$ cat src/rtl/usb1bd_pkg.sv
// usb1bd_pkg: shared constants and types for the USB device TX packet assembler.
//   - PID codes (low nibble; the PID byte is {~pid, pid})
//   - FSM state enum
//   - USB CRC16 init/poly and a 16-bit bit-reverse helper
package usb1bd_pkg;

    localparam logic [3:0] PID_ACK   = 4'h2;
    localparam logic [3:0] PID_NAK   = 4'hA;
    localparam logic [3:0] PID_STALL = 4'hE;
    localparam logic [3:0] PID_NYET  = 4'h6;
    localparam logic [3:0] PID_DATA0 = 4'h3;
    localparam logic [3:0] PID_DATA1 = 4'hB;
    localparam logic [3:0] PID_DATA2 = 4'h7;
    localparam logic [3:0] PID_MDATA = 4'hF;

    localparam logic [15:0] CRC16_INIT = 16'hFFFF;
    localparam logic [15:0] CRC16_POLY = 16'h8005;

    typedef enum logic [2:0] {
        ST_IDLE   = 3'd0,
        ST_PID    = 3'd1,
        ST_DATA   = 3'd2,
        ST_CRC_LO = 3'd3,
        ST_CRC_HI = 3'd4,
        ST_ABORT  = 3'd5
    } state_e;

    function automatic logic [15:0] reflect16(input logic [15:0] v);
        logic [15:0] r;
        for (int i = 0; i < 16; i++) r[i] = v[15-i];
        return r;
    endfunction

endpackage

$ cat src/rtl/usb1bd_pkt_asm_if.sv
// usb1bd_pkt_asm_if: command, UTMI TX and TX-FIFO signals of the packet assembler.
//   master : the assembler (accepts commands, drives UTMI bytes, pops the FIFO)
//   slave  : the surrounding logic (command source, UTMI PHY, FIFO)
interface usb1bd_pkt_asm_if #(
    parameter int LEN_W = 7
);
    logic             cmd_valid;
    logic             cmd_ready;
    logic             cmd_is_data;
    logic [3:0]       cmd_pid;
    logic [LEN_W-1:0] cmd_len;

    logic [7:0]       tx_data;
    logic             tx_valid;
    logic             tx_ready;
    logic             tx_first;
    logic             tx_valid_last;

    logic [7:0]       tx_fifo_data;
    logic             tx_fifo_re;
    logic             tx_fifo_empty;

    modport master (
        input  cmd_valid, cmd_is_data, cmd_pid, cmd_len,
        output cmd_ready,
        output tx_data, tx_valid, tx_first, tx_valid_last,
        input  tx_ready,
        input  tx_fifo_data, tx_fifo_empty,
        output tx_fifo_re
    );

    modport slave (
        output cmd_valid, cmd_is_data, cmd_pid, cmd_len,
        input  cmd_ready,
        input  tx_data, tx_valid, tx_first, tx_valid_last,
        output tx_ready,
        output tx_fifo_data, tx_fifo_empty,
        input  tx_fifo_re
    );

endinterface

$ cat src/rtl/usb1bd_crc16.sv
// usb1bd_crc16: byte-parallel USB CRC16 update (poly 0x8005), combinational.
//   crc_in  : running CRC register (non-reflected form)
//   data    : byte to fold in, consumed LSB first as on the wire
//   crc_out : updated CRC register
module usb1bd_crc16
    import usb1bd_pkg::*;
(
    input  logic [15:0] crc_in,
    input  logic [7:0]  data,
    output logic [15:0] crc_out
);

    logic [15:0] c;

    always_comb begin
        c = crc_in;
        for (int i = 0; i < 8; i++) begin
            if (c[15] ^ data[i]) c = {c[14:0], 1'b0} ^ CRC16_POLY;
            else                 c = {c[14:0], 1'b0};
        end
        crc_out = c;
    end

endmodule

$ cat src/rtl/usb1bd_pkt_asm.sv
// usb1bd_pkt_asm: USB device TX packet assembler on the UTMI path.
//   clk, rst_n   : clock, synchronous active-low reset
//   bus          : command handshake, UTMI TX byte stream, TX FIFO (show-ahead)
//   abort        : abandon the packet in flight; an FF byte with last=1 is sent
//   underrun     : one-cycle pulse (once per packet) when the FIFO ran dry in DATA
//   pkt_sent_cnt : completed packets, wrapping
//   state        : current FSM state, for debug
module usb1bd_pkt_asm
    import usb1bd_pkg::*;
#(
    parameter int MAX_PKT_LEN = 64,
    parameter int LEN_W       = $clog2(MAX_PKT_LEN + 1),
    parameter int CNT_W       = 16
) (
    input  logic               clk,
    input  logic               rst_n,
    usb1bd_pkt_asm_if.master   bus,
    input  logic               abort,
    output logic               underrun,
    output logic [CNT_W-1:0]   pkt_sent_cnt,
    output logic [2:0]         state
);

    localparam logic [LEN_W-1:0] MAX_LEN = LEN_W'(MAX_PKT_LEN);

    state_e           state_q, state_d;
    logic [3:0]       pid_q, pid_d;
    logic             is_data_q, is_data_d;
    logic [LEN_W-1:0] rem_q, rem_d;
    logic [15:0]      crc_q, crc_d, crc_nx;
    logic             und_seen_q, und_seen_d;
    logic [CNT_W-1:0] cnt_q, cnt_d;
    logic [15:0]      crc_wire;

    usb1bd_crc16 u_crc (
        .crc_in  (crc_q),
        .data    (bus.tx_fifo_data),
        .crc_out (crc_nx)
    );

    // Value sent on the wire: reflected and complemented, low byte first.
    assign crc_wire     = ~reflect16(crc_q);
    assign pkt_sent_cnt = cnt_q;
    assign state        = state_q;

    always_ff @(posedge clk) begin
        if (!rst_n) begin
            state_q    <= ST_IDLE;
            pid_q      <= 4'h0;
            is_data_q  <= 1'b0;
            rem_q      <= '0;
            crc_q      <= CRC16_INIT;
            und_seen_q <= 1'b0;
            cnt_q      <= '0;
        end else begin
            state_q    <= state_d;
            pid_q      <= pid_d;
            is_data_q  <= is_data_d;
            rem_q      <= rem_d;
            crc_q      <= crc_d;
            und_seen_q <= und_seen_d;
            cnt_q      <= cnt_d;
        end
    end

    always_comb begin
        state_d           = state_q;
        pid_d             = pid_q;
        is_data_d         = is_data_q;
        rem_d             = rem_q;
        crc_d             = crc_q;
        und_seen_d        = und_seen_q;
        cnt_d             = cnt_q;
        bus.cmd_ready     = 1'b0;
        bus.tx_data       = 8'h00;
        bus.tx_valid      = 1'b0;
        bus.tx_first      = 1'b0;
        bus.tx_valid_last = 1'b0;
        bus.tx_fifo_re    = 1'b0;
        underrun          = 1'b0;

        unique case (state_q)
            ST_IDLE: begin
                // abort is ignored here, including in the capture cycle
                bus.cmd_ready = 1'b1;
                if (bus.cmd_valid) begin
                    state_d    = ST_PID;
                    pid_d      = bus.cmd_pid;
                    is_data_d  = bus.cmd_is_data;
                    rem_d      = !bus.cmd_is_data ? '0 :
                                 (bus.cmd_len > MAX_LEN) ? MAX_LEN : bus.cmd_len;
                    crc_d      = CRC16_INIT;
                    und_seen_d = 1'b0;
                end
            end

            ST_PID: begin
                bus.tx_valid      = 1'b1;
                bus.tx_data       = {~pid_q, pid_q};
                bus.tx_first      = 1'b1;
                bus.tx_valid_last = !is_data_q;
                if (abort) begin
                    state_d = ST_ABORT;
                end else if (bus.tx_ready) begin
                    if (!is_data_q) begin
                        state_d = ST_IDLE;
                        cnt_d   = cnt_q + 1'b1;
                    end else if (rem_q == '0) begin
                        state_d = ST_CRC_LO;
                    end else begin
                        state_d = ST_DATA;
                    end
                end
            end

            ST_DATA: begin
                bus.tx_data  = bus.tx_fifo_data;
                bus.tx_valid = !bus.tx_fifo_empty;
                if (bus.tx_fifo_empty && !und_seen_q) begin
                    underrun   = 1'b1;
                    und_seen_d = 1'b1;
                end
                // A byte taken in the abort cycle is still popped and counted.
                if (!bus.tx_fifo_empty && bus.tx_ready) begin
                    bus.tx_fifo_re = 1'b1;
                    crc_d          = crc_nx;
                    if (rem_q != '0) rem_d = rem_q - 1'b1;
                    if (rem_q <= LEN_W'(1)) state_d = ST_CRC_LO;
                end
                if (abort) state_d = ST_ABORT;
            end

            ST_CRC_LO: begin
                bus.tx_valid = 1'b1;
                bus.tx_data  = crc_wire[7:0];
                if (abort)             state_d = ST_ABORT;
                else if (bus.tx_ready) state_d = ST_CRC_HI;
            end

            ST_CRC_HI: begin
                bus.tx_valid      = 1'b1;
                bus.tx_data       = crc_wire[15:8];
                bus.tx_valid_last = 1'b1;
                if (abort) begin
                    state_d = ST_ABORT;
                end else if (bus.tx_ready) begin
                    state_d = ST_IDLE;
                    cnt_d   = cnt_q + 1'b1;
                end
            end

            ST_ABORT: begin
                // FF with last marks the packet with a bit-stuff error
                bus.tx_valid      = 1'b1;
                bus.tx_data       = 8'hFF;
                bus.tx_valid_last = 1'b1;
                if (bus.tx_ready) state_d = ST_IDLE;
            end

            default: state_d = ST_IDLE;
        endcase
    end

endmodule

$ cat src/flat_wrapper.sv
// flat-port wrapper written by rule: the top's interface ports become plain ports
module usb1bd_pkt_asm_flat import usb1bd_pkg::*;
#(
    parameter int MAX_PKT_LEN = 64,
    parameter int LEN_W       = $clog2(MAX_PKT_LEN + 1),
    parameter int CNT_W       = 16
)
  (clk, rst_n, abort, underrun, pkt_sent_cnt, state, bus_cmd_valid, bus_cmd_is_data, bus_cmd_pid, bus_cmd_len, bus_cmd_ready, bus_tx_data, bus_tx_valid, bus_tx_first, bus_tx_valid_last, bus_tx_ready, bus_tx_fifo_data, bus_tx_fifo_empty, bus_tx_fifo_re);
  usb1bd_pkt_asm_if #(.LEN_W(LEN_W)) bus_i ();
  input  logic clk;
  input  logic rst_n;
  input  logic abort;
  output logic underrun;
  output logic [CNT_W-1:0] pkt_sent_cnt;
  output logic [2:0] state;
  input wire logic [$bits(bus_i.cmd_valid)-1:0] bus_cmd_valid;
  input wire logic [$bits(bus_i.cmd_is_data)-1:0] bus_cmd_is_data;
  input wire logic [$bits(bus_i.cmd_pid)-1:0] bus_cmd_pid;
  input wire logic [$bits(bus_i.cmd_len)-1:0] bus_cmd_len;
  output wire logic [$bits(bus_i.cmd_ready)-1:0] bus_cmd_ready;
  output wire logic [$bits(bus_i.tx_data)-1:0] bus_tx_data;
  output wire logic [$bits(bus_i.tx_valid)-1:0] bus_tx_valid;
  output wire logic [$bits(bus_i.tx_first)-1:0] bus_tx_first;
  output wire logic [$bits(bus_i.tx_valid_last)-1:0] bus_tx_valid_last;
  input wire logic [$bits(bus_i.tx_ready)-1:0] bus_tx_ready;
  input wire logic [$bits(bus_i.tx_fifo_data)-1:0] bus_tx_fifo_data;
  input wire logic [$bits(bus_i.tx_fifo_empty)-1:0] bus_tx_fifo_empty;
  output wire logic [$bits(bus_i.tx_fifo_re)-1:0] bus_tx_fifo_re;
  assign bus_i.cmd_valid = bus_cmd_valid;
  assign bus_i.cmd_is_data = bus_cmd_is_data;
  assign bus_i.cmd_pid = bus_cmd_pid;
  assign bus_i.cmd_len = bus_cmd_len;
  assign bus_cmd_ready = bus_i.cmd_ready;
  assign bus_tx_data = bus_i.tx_data;
  assign bus_tx_valid = bus_i.tx_valid;
  assign bus_tx_first = bus_i.tx_first;
  assign bus_tx_valid_last = bus_i.tx_valid_last;
  assign bus_i.tx_ready = bus_tx_ready;
  assign bus_i.tx_fifo_data = bus_tx_fifo_data;
  assign bus_i.tx_fifo_empty = bus_tx_fifo_empty;
  assign bus_tx_fifo_re = bus_i.tx_fifo_re;
  usb1bd_pkt_asm #(.MAX_PKT_LEN(MAX_PKT_LEN), .LEN_W(LEN_W), .CNT_W(CNT_W)) u_core (.clk(clk), .rst_n(rst_n), .bus(bus_i), .abort(abort), .underrun(underrun), .pkt_sent_cnt(pkt_sent_cnt), .state(state));
endmodule
$ cat config.mk
export PLATFORM = sky130hd
export DESIGN_NAME = usb1bd_pkt_asm_flat
export DESIGN_NICKNAME = d
export VERILOG_FILES = /design/src/rtl/usb1bd_pkg.sv /design/src/rtl/usb1bd_pkt_asm_if.sv /design/src/rtl/usb1bd_crc16.sv /design/src/rtl/usb1bd_pkt_asm.sv /design/src/flat_wrapper.sv
export SDC_FILE = /design/constraint.sdc
export NUM_CORES = 1
export LEC_CHECK = 0
export CORE_MARGIN = 1
export CORE_UTILIZATION = 45
export DETAILED_ROUTE_END_ITERATION = 8
export MAX_ROUTING_LAYER = met4
export PLACE_DENSITY_LB_ADDON = 0.12
export RECOVER_POWER = 100
export SLEW_MARGIN = 20
export SYNTH_ARGS = -nofsm -noshare
export SYNTH_HDL_FRONTEND = slang
export SYNTH_HIERARCHICAL = 1
export SYNTH_SLANG_ARGS = --single-unit
$ cat constraint.sdc
create_clock -name clk -period 2 [get_ports clk]
set_clock_uncertainty 0.2 [all_clocks]
set_input_delay 0.4 -clock clk [delete_from_list [all_inputs] [get_ports clk]]
set_output_delay 0.4 -clock clk [all_outputs]
set_load 0.02 [all_outputs]
* Word level (Yosys, flattened, before mapping) *
Cells that the tools add are included.

storage, ports and cells
  output and inout bits = 33
  input bits = 26
  word-level logic and storage cells = 113
  bits in registers = 48

operators by class
  add/sub/neg operators = 2
  mux-type cells = 48
  reduce and logical (&&, ||, !) cells = 18
  order comparisons = 2
  equal/unequal tests = 18
  bitwise operators = 18

operators by type and width
  kind                   number
  $mux 16                15
  $pmux 16 s2            2
  $pmux 8 s5             1
  $mux 7                 5
  $mux 3                 11
  $not 3->3              8
  $pmux 3 s6             1
  $add 16x1->16 const B  1
  $not 16->16            1
  $pmux 7 s2             1
  $ne 2x2->1 const B     6
  $mux 1                 9
  $xor 1x1->1            8
  $gt 7x7->1 const B     1
  $le 7x1->1 const B     1
  $logic_not 7->1        1
  $reduce_bool 7->1      1
  $sub 7x1->7 const B    1
  $eq 3x2->1 const B     2
  $eq 3x3->1 const B     2
  $ne 2x1->1 const B     3
  $ne 3x2->1 const B     2
  $ne 3x3->1 const B     2
  $pmux 1 s2             3
  other kinds (13)       18

* Depth between registers and ports, before layout *
Gate-level depths: netlist of the first run.

  depth in word-level cells = 18
  mapped depth = 6
  gate-level depth less buffers = 6

* Modules after synthesis *
The synthesis of the first run kept the hierarchy.

modules (own cells, without submodules)
  module          area an instance (um^2)  times used  cells an instance  sequential area each (um^2)
  usb1bd_pkt_asm  2,647.5                  1           337                960.9
  usb1bd_crc16    297.8                    1           28                 0.0

* Worst setup path after synthesis of the first run *
OpenSTA, ideal clock, no wires.

  path kind = reg-to-output
  from = register u_core.state_q[1] (netlist: u_core/state[1])
  to = output underrun
  setup slack = -0.398 ns
  path buffers = 2
  stages on the path, launching flop included = 5
  required time = 1.400 ns
  arrival time = 1.798 ns
  cell sequence = dfxtp_1 > buf_4 > or3b_2 > buf_2 > nor3_1

between the ends
  word-level cells in the longest chain between the ends = 2

ends and longest elaborated chain
  element                 RTL line              RTL
  from (decl)             usb1bd_pkt_asm.sv:26  state_e state_q, state_d;
  from (signal assigned)  usb1bd_pkt_asm.sv:56  state_q <= state_d;
  $eq 3x2->1              usb1bd_pkt_asm.sv:82  unique case (state_q)
  $mux 1                  usb1bd_pkt_asm.sv:82
  to (decl)               flat_wrapper.sv:13    output logic underrun;

Every way passes these cells.

* Worst setup path in the final report of the first run *
  from = register u_core.state_q[0] (netlist: u_core/state[0])
  to = output bus_tx_data[6]

between the ends
  word-level cells in the longest chain between the ends = 2
  elaborated cells on any way between the ends = 6
  those cells by class = eq/ne: 5; mux: 1

ends and longest elaborated chain
  element                             RTL line              RTL
  $eq 3x3->1 (tied with other cells)  usb1bd_pkt_asm.sv:82
  $pmux 8 s5 *                        usb1bd_pkt_asm.sv:82
  to (decl)                           flat_wrapper.sv:21    output wire logic [$bits(bus_i.tx_data)-1:0] bus_tx_data;

Every way passes the cells marked *; elsewhere a longest branch is shown, timed or not.

==> results_dict.tcl, run 1 <==
set metrics [dict create \
    reg2reg_from "u_core/state[1]$_SDFFE_PN0P_" \
    final_common_cell "buf_4" \
    grt_overflow_total 0 \
    setup_slack_ns -0.0700 \
    grt_use_total 0.259 \
    crit_arrival_ns 1.47 \
    hold_viol 0 \
    diodes 0 \
    maxCapViolCount 0 \
    cp_slowest_stage_delay_ns 0.39 \
    multi_input_area_sq_um 2340 \
    portBuffers 58 \
    setup_violations 12 \
    final_area_sq_um 4770 \
    yosysWarnings 6 \
    dr_total_vias 3280 \
    p_leak_nw 1.76 \
    grt_pass1_vias 2971 \
    cp_slowest_cell "dfxtp_4" \
    ctsHtreeMaxLevel 2 \
    worstSkewPairLatency_ns 0.31 \
    synth_flop_cell "dfxtp_1" \
    finalCriticalPeriod_ns 2.07 \
    cts_tree "built" \
    fillers 445 \
    critPathKind "reg -> out" \
    die_area_sq_um 6870 \
    path_cells "inv_8 > buf_12 > nand2_1 > a2bb2oi_2 > o22ai_4 > buf_6" \
    numCtsBuffers 5 \
    crit_required_ns 1.40 \
    cts.sinks 48 \
    dr.pass1.iters 5 \
    slew_violations 0 \
    max_slew_margin 0.562 \
    seqCellArea_sq_um 970 \
    ys_seq_area_frac 0.326 \
    synth_enable_flop_cells 0 \
    worst_r2r_endpoint "u_core/state[0]$_SDFFE_PN0P_" \
    hp-start "u_core/pkt_sent_cnt[15]$_SDFFE_PN0P_" \
    final_cell_mix "buf_4 (54), dfxtp_1 (45), nor2_1 (33)" \
    syn_inst 365 \
    pin_count 59 \
    max_slew.worst_pin.slew_ns 0.648 \
    routed_wl_um 9950 \
    via_per_inst 5.95 \
    gp_congestion 0.891 \
    r2r.worst_path.cells 6 \
    rsz0062_at_grt "true" \
    power.density_nw_per_um2 660 \
    grt_start_max_net_pins 31 \
    finalNonFillerCells 551 \
    wl_per_cell_um 18.1 \
    outcome "finished with violations" \
    synth-seq-cells 48 \
    synth_fp_nets 395 \
    dieWidth_um 82.9 \
    whs_path_depth 2 \
    fmax_mhz 483 \
    async_flop_share 0 \
    dp.cells 527 \
    path_max_fanout 8 \
    die_h_um 82.9 \
    ir_drop_uv 404 \
    initial_utilization 0.464 \
    drc 0 \
    syn_area_per_cell_sq_um 8.07 \
    dr.first_iter.drc_count 186 \
    netlist_area_sq_um 2950 \
    place_hpwl_um 5770 \
    endpoint_kind "output pin" \
    clk_path_buf_depth 2 \
    ys_types 58 \
    reg2reg_slack_ns -0.04 \
    violations "negative setup slack" \
    rows 29 \
    holdCritPathClass "reg -> reg" \
    hold_end "u_core/pkt_sent_cnt[15]$_SDFFE_PN0P_" \
    antenna_found_initial 0 \
    floorplan.core_area_sq_um 6350 \
    area_growth_pct 62.1 \
    grt_pass1_wl_um 14300 \
    clk_pin_slew_ns 0.09 \
    drive_gt1_frac 0.399 \
    final_nets 503 \
    fin_setup_tns_ns -0.292 \
    cp-start-kind "flop" \
    placed_area_sq_um 4010 \
    min_period_over_period 1.04 \
    cts-root-buf "clkbuf_8" \
    ant_nets 0 \
    crit_path_start "u_core/state[0]$_SDFFE_PN0P_" \
]
worst max path at each step:
stage                                 to  slack, ns  depth (start not counted)
after floorplan                 underrun      -0.03                          4
after global placement      bus_tx_valid      -0.48                          5
after detailed placement    bus_tx_valid      -0.48                          5
after CTS                 bus_tx_data[7]      -0.09                          5
after global routing      bus_tx_data[6]      -0.12                          6
final                     bus_tx_data[6]      -0.07                          6
power breakdown:
group,leakage (nW),internal [mW],switching (mW)
registers,0.391,0.986,0.0432
clock network,0.0552,0.372,0.353
logic,1.32,0.671,0.726
total,1.76,2.03,1.12
flip-flops by register name, indices dropped and copies added, names as in the netlist:
register	cells
u_core/crc_q	16
u_core/state	3
u_core/und_seen_q	1
u_core/is_data_q	1
u_core/rem_q	7
u_core/pkt_sent_cnt	16
u_core/pid_q	4
layer usage:
layer | share of wire | GRT usage | up-vias | wire length (um)
met5 | 0 | - | - | 0
li1 | - | - | 1541 | -
met1 | 0.41 | 0.321 | 1572 | 4130
met3 | 0.055 | 0.0388 | 29 | 547
met2 | 0.50 | 0.442 | 138 | 5010
met4 | 0.027 | 0.0674 | 0 | 268
final cells by class:
class,count,share of cell area
Multi-Input combinational cell,280,0.490
Clock inverter,2,0.00734
Tap cell,77,0.0202
Sequential cell,48,0.203
Clock buffer,6,0.0152
Timing Repair Buffer,128,0.253
Inverter,9,0.00865
Timing Repair inverter,1,0.00236
through the flow:
| stage | worst slack, ns | hold slack [ns] | power, mW | util |
|---|---|---|---|---|
| floorplan | -0.0297 | 0.248 | 1.61 | - |
| global placement | -0.478 | 0.264 | 2.07 | 0.631 |
| detailed placement | -0.477 | 0.285 | 2.07 | 0.631 |
| CTS | -0.0899 | 0.298 | 2.92 | 0.695 |
| global route | -0.121 | 0.327 | 3.28 | 0.752 |
| finish | -0.0700 | 0.295 | 3.15 | 0.752 |
cell usage after synthesis, types with 2 or more instances:
library cell / n / area [sq um]
a211o_1: 2 / 17.5
a21oi_1: 36 / 180
and3_1: 4 / 25.0
o2111ai_1: 2 / 17.5
inv_1: 7 / 26.3
xor2_1: 7 / 61.3
o311ai_0: 4 / 35.0
clkinv_1: 2 / 7.51
and2_1: 4 / 25.0
and4_1: 4 / 35.0
o31ai_1: 8 / 60.1
nor3b_1: 3 / 22.5
a211oi_1: 2 / 15.0
o21ai_0: 28 / 140
mux2i_1: 7 / 70.1
nand3_1: 6 / 30.0
xnor2_1: 13 / 114
nand2_1: 14 / 52.6
nand3b_1: 2 / 15.0
a31oi_1: 4 / 25.0
o211ai_1: 2 / 15.0
nor3_1: 23 / 115
or3_1: 8 / 50.1
nand4_1: 3 / 18.8
buf_2: 7 / 35.0
buf_4: 6 / 45.0
o22ai_1: 7 / 43.8
ha_1: 4 / 50.1
nor2_1: 41 / 154
or4_1: 2 / 15.0
xnor2_2: 5 / 81.3
clkbuf_1: 14 / 52.6
dfxtp_1: 48 / 961
a2bb2oi_1: 3 / 26.3
nor2b_1: 2 / 12.5
nand2b_1: 5 / 31.3
a21boi_0: 4 / 30.0
nor3b_4: 2 / 37.5
repair_timing:
| action | 4_1_cts | 5_1_grt |
|---|---|---|
| buffers inserted | 7 | 6 |
| resized for setup | 140 | 88 |
| hold buffers | 0 | 0 |
| endpoints found under the hold margin | 0 | 0 |
| cloned | 1 | 3 |
| pin swaps | 25 | 24 |
| setup endpoints to repair | 48 | 43 |
critical path: cells and delay by family, from the launching register on:
kind,cells,cell delay (ns)
simple gates,1,0.08
compound gates,2,0.31
flops,1,0.39
buf+inv,3,0.39
logic make-up after synthesis:
family          after synthesis  synth area share
compound gates              113             0.242
fa+ha+maj                     4            0.0170
xor+xnor                     27             0.100
flops                        48             0.326
buf+inv                      38            0.0595
mux                           7            0.0238
simple gates                128             0.232
No activity file was read; power rests on OpenSTA's default activity.
==> run 2, diff against run 1 <==
Settings changed: ABC_CLOCK_PERIOD_IN_PS set to 2000.
==> results of run 2 <==
Final layout, timing and power as in run 1 (identical DEF).
==> run 3, diff against run 2 <==
Settings changed: SYNTH_HIERARCHICAL 1 to unset.
==> run 3 against run 2 <==
Compared with the run above: the flow still finishes with violations (negative setup slack); clock power shrank 17%; sequential share of layout area up 0.54 points; critical path depth up 1; non-clock buffer count rose by 22; global-route usage rose by 2.9 points; via count grew 2.3%; synthesized cell count fell by 1.1%; largest cell class unchanged; largest power group unchanged.
==> results_dict.tcl, run 3 <==
set metrics [dict create \
    netlist_area_sq_um 2780 \
    grt_pass1_vias 2911 \
    maxCapViolCount 0 \
    area_growth_pct 68.1 \
    grt_overflow_total 0 \
    gp_congestion 0.914 \
    cp_slowest_cell "dfxtp_2" \
    yosysTopAreaCellShare 0.345 \
    clk_pin_slew_ns 0.11 \
    crit_arrival_ns 1.73 \
    fillers 403 \
    grt_use_total 0.288 \
    cts_tree "built" \
    pre_cts_ws_ns -0.633 \
    yosys.area.top_type "dfxtp_1" \
    place_hpwl_um 5860 \
    p_leak_nw 1.87 \
    final_cell_mix "buf_4 (74), dfxtp_1 (41), nand2_1 (30)" \
    pin_count 59 \
    synth_area_leaders "dfxtp_1 (35%), xnor2_1 (5.4%), o21ai_0 (5.0%)" \
    dr_total_vias 3357 \
    drive_gt1_frac 0.396 \
    dr.first_iter.drc_count 334 \
    max_slew_margin 0.695 \
    portBuffers 58 \
    cts.sinks 48 \
    crit_top_cell "buf_6" \
    via_per_inst 5.86 \
    critPathKind "reg -> out" \
    drc 0 \
    diodes 0 \
    worstSkewPairLatency_ns 0.32 \
    yosysWarnings 0 \
    numCtsBuffers 5 \
    violations "negative setup slack" \
    yosysMostFrequentCell "dfxtp_1" \
    crit_required_ns 1.40 \
    rows 28 \
    cp-start-kind "flop" \
    worst-path-buf-inv 4 \
    final_nets 526 \
    final_common_cell "buf_4" \
    max_slew.worst_pin.slew_ns 0.458 \
    rsz0062_at_grt "true" \
    synth_common_cells "dfxtp_1 (48), nand2_1 (34), nor2_1 (31)" \
    cts-root-buf "clkbuf_8" \
    routed_wl_um 10700 \
    synth_flop_cell "dfxtp_1" \
    dr.pass1.iters 6 \
    outcome "finished with violations" \
    utilization 0.785 \
    clk_path_buf_depth 2 \
    finalCriticalPeriod_ns 2.33 \
    syn_area_per_cell_sq_um 7.70 \
    ys_seq_area_frac 0.345 \
    synth_fp_nets 390 \
    holdCritPathClass "reg -> reg" \
    endpoint_kind "output pin" \
    initial_utilization 0.467 \
    die_h_um 80.6 \
    syn_inst 361 \
    die_area_sq_um 6500 \
    ir_drop_uv 489 \
    ctsHtreeMaxLevel 2 \
    slew_violations 0 \
    floorplan.core_area_sq_um 5960 \
    dieWidth_um 80.6 \
    setup_slack_ns -0.332 \
    placed_area_sq_um 4020 \
    crit_family "buffers and inverters" \
    cp_slowest_stage_delay_ns 0.36 \
    grt_start_max_net_pins 34 \
    fin_setup_tns_ns -4.32 \
    setup_violations 37 \
    hold_viol 0 \
    path_max_fanout 15 \
    async_flop_share 0 \
    synth-seq-cells 48 \
    fmax_mhz 429 \
    path_cells "buf_6 > clkinvlp_4 > buf_8 > nand2_1 > a2bb2oi_1 > o22ai_2 > buf_6" \
    synth_enable_flop_cells 0 \
    ys_types 49 \
    grt_pass1_wl_um 13900 \
    wl_per_cell_um 18.6 \
    final_area_sq_um 4670 \
    min_period_over_period 1.17 \
    antenna_found_initial 0 \
    ant_nets 0 \
    power.density_nw_per_um2 737 \
]
==> run 3: cell count changes in the layout (fill, tap and decap cells not counted), sizes merged, moves of 5 or more <==
cell    before  now
a21oi       36   24
nor2        41   31
and2         4   10
mux2i        7    2
o31ai        8    1
nand4        3    8
nand2       14   36
buf         82  105
nor2b        2    8
a21boi       4   18
nor3        24   19
==> run 3: power breakdown <==
group / switching (mW) / internal, mW / total [mW]
clock: 0.354 / 0.245 / 0.599
sequential: 0.0622 / 1.01 / 1.07
combinational: 0.919 / 0.860 / 1.78
==> run 3: stage by stage <==
stage          cells  power (mW)  hold slack [ns]
3_3_place_gp     539        2.41            0.268
6_report         573        3.45            0.286
5_1_grt          573        3.58            0.315
4_1_cts          563        3.16            0.286
2_1_floorplan    361        1.82            0.255
3_5_place_dp     539        2.43            0.271
==> run 3: routing by layer <==
layer | GRT usage | wire length (um) | vias to the layer above
met4 | 0.0821 | 328 | 0
li1 | - | - | 1540
met1 | 0.356 | 4390 | 1586
met2 | 0.479 | 5160 | 191
met3 | 0.0523 | 807 | 40
met5 | - | 0 | -
==> run 3: final timing paths <==
kind                                                      from                              to  slack (ns)  cells past startpoint
worst max-delay path              u_core.state[0]$_SDFFE_PN0P_                  bus_tx_data[5]       -0.33                      7
worst min-delay path            u_core.und_seen_q$_SDFFE_PN0P_  u_core.und_seen_q$_SDFFE_PN0P_        0.29                      2
worst max register to register    u_core.state[0]$_SDFFE_PN0P_    u_core.state[1]$_SDFFE_PN0P_       -0.16                      9
worst min register to register  u_core.und_seen_q$_SDFFE_PN0P_  u_core.und_seen_q$_SDFFE_PN0P_        0.29                      2
==> run 3: kinds of logic after synthesis <==
family	synth area share
adders and majority gates	0.0135
muxes	0.00720
and+or+nand+nor	0.254
AOI/OAI and AO/OA	0.231
DFF	0.345
xor gates and xnor gates	0.102
buffers and inverters	0.0468
==> run 3: worst min-delay path: stages, from the launching register on <==
cell and delay, ns:
dfxtp_1 0.33, nand2_1 0.05, a21boi_0 0.06
==> run 3: timing repair <==
action                     CTS  global route
pin swaps                   23            39
setup endpoints to repair   56            61
setup buffers               18             8
cloned                       0             2
hold buffers                 0             0
resized for setup          145            75
==> run 3: area by class of cell <==
type	instances	area, sq um	area share
multi-input cells	283	2140	0.457
repair buffers	150	1340	0.287
flip-flops and latches	48	975	0.209
well taps	75	93.8	0.0201
clock buffers	6	72.6	0.0155
inverters	9	45.0	0.00964
clock inverters	2	12.5	0.00268
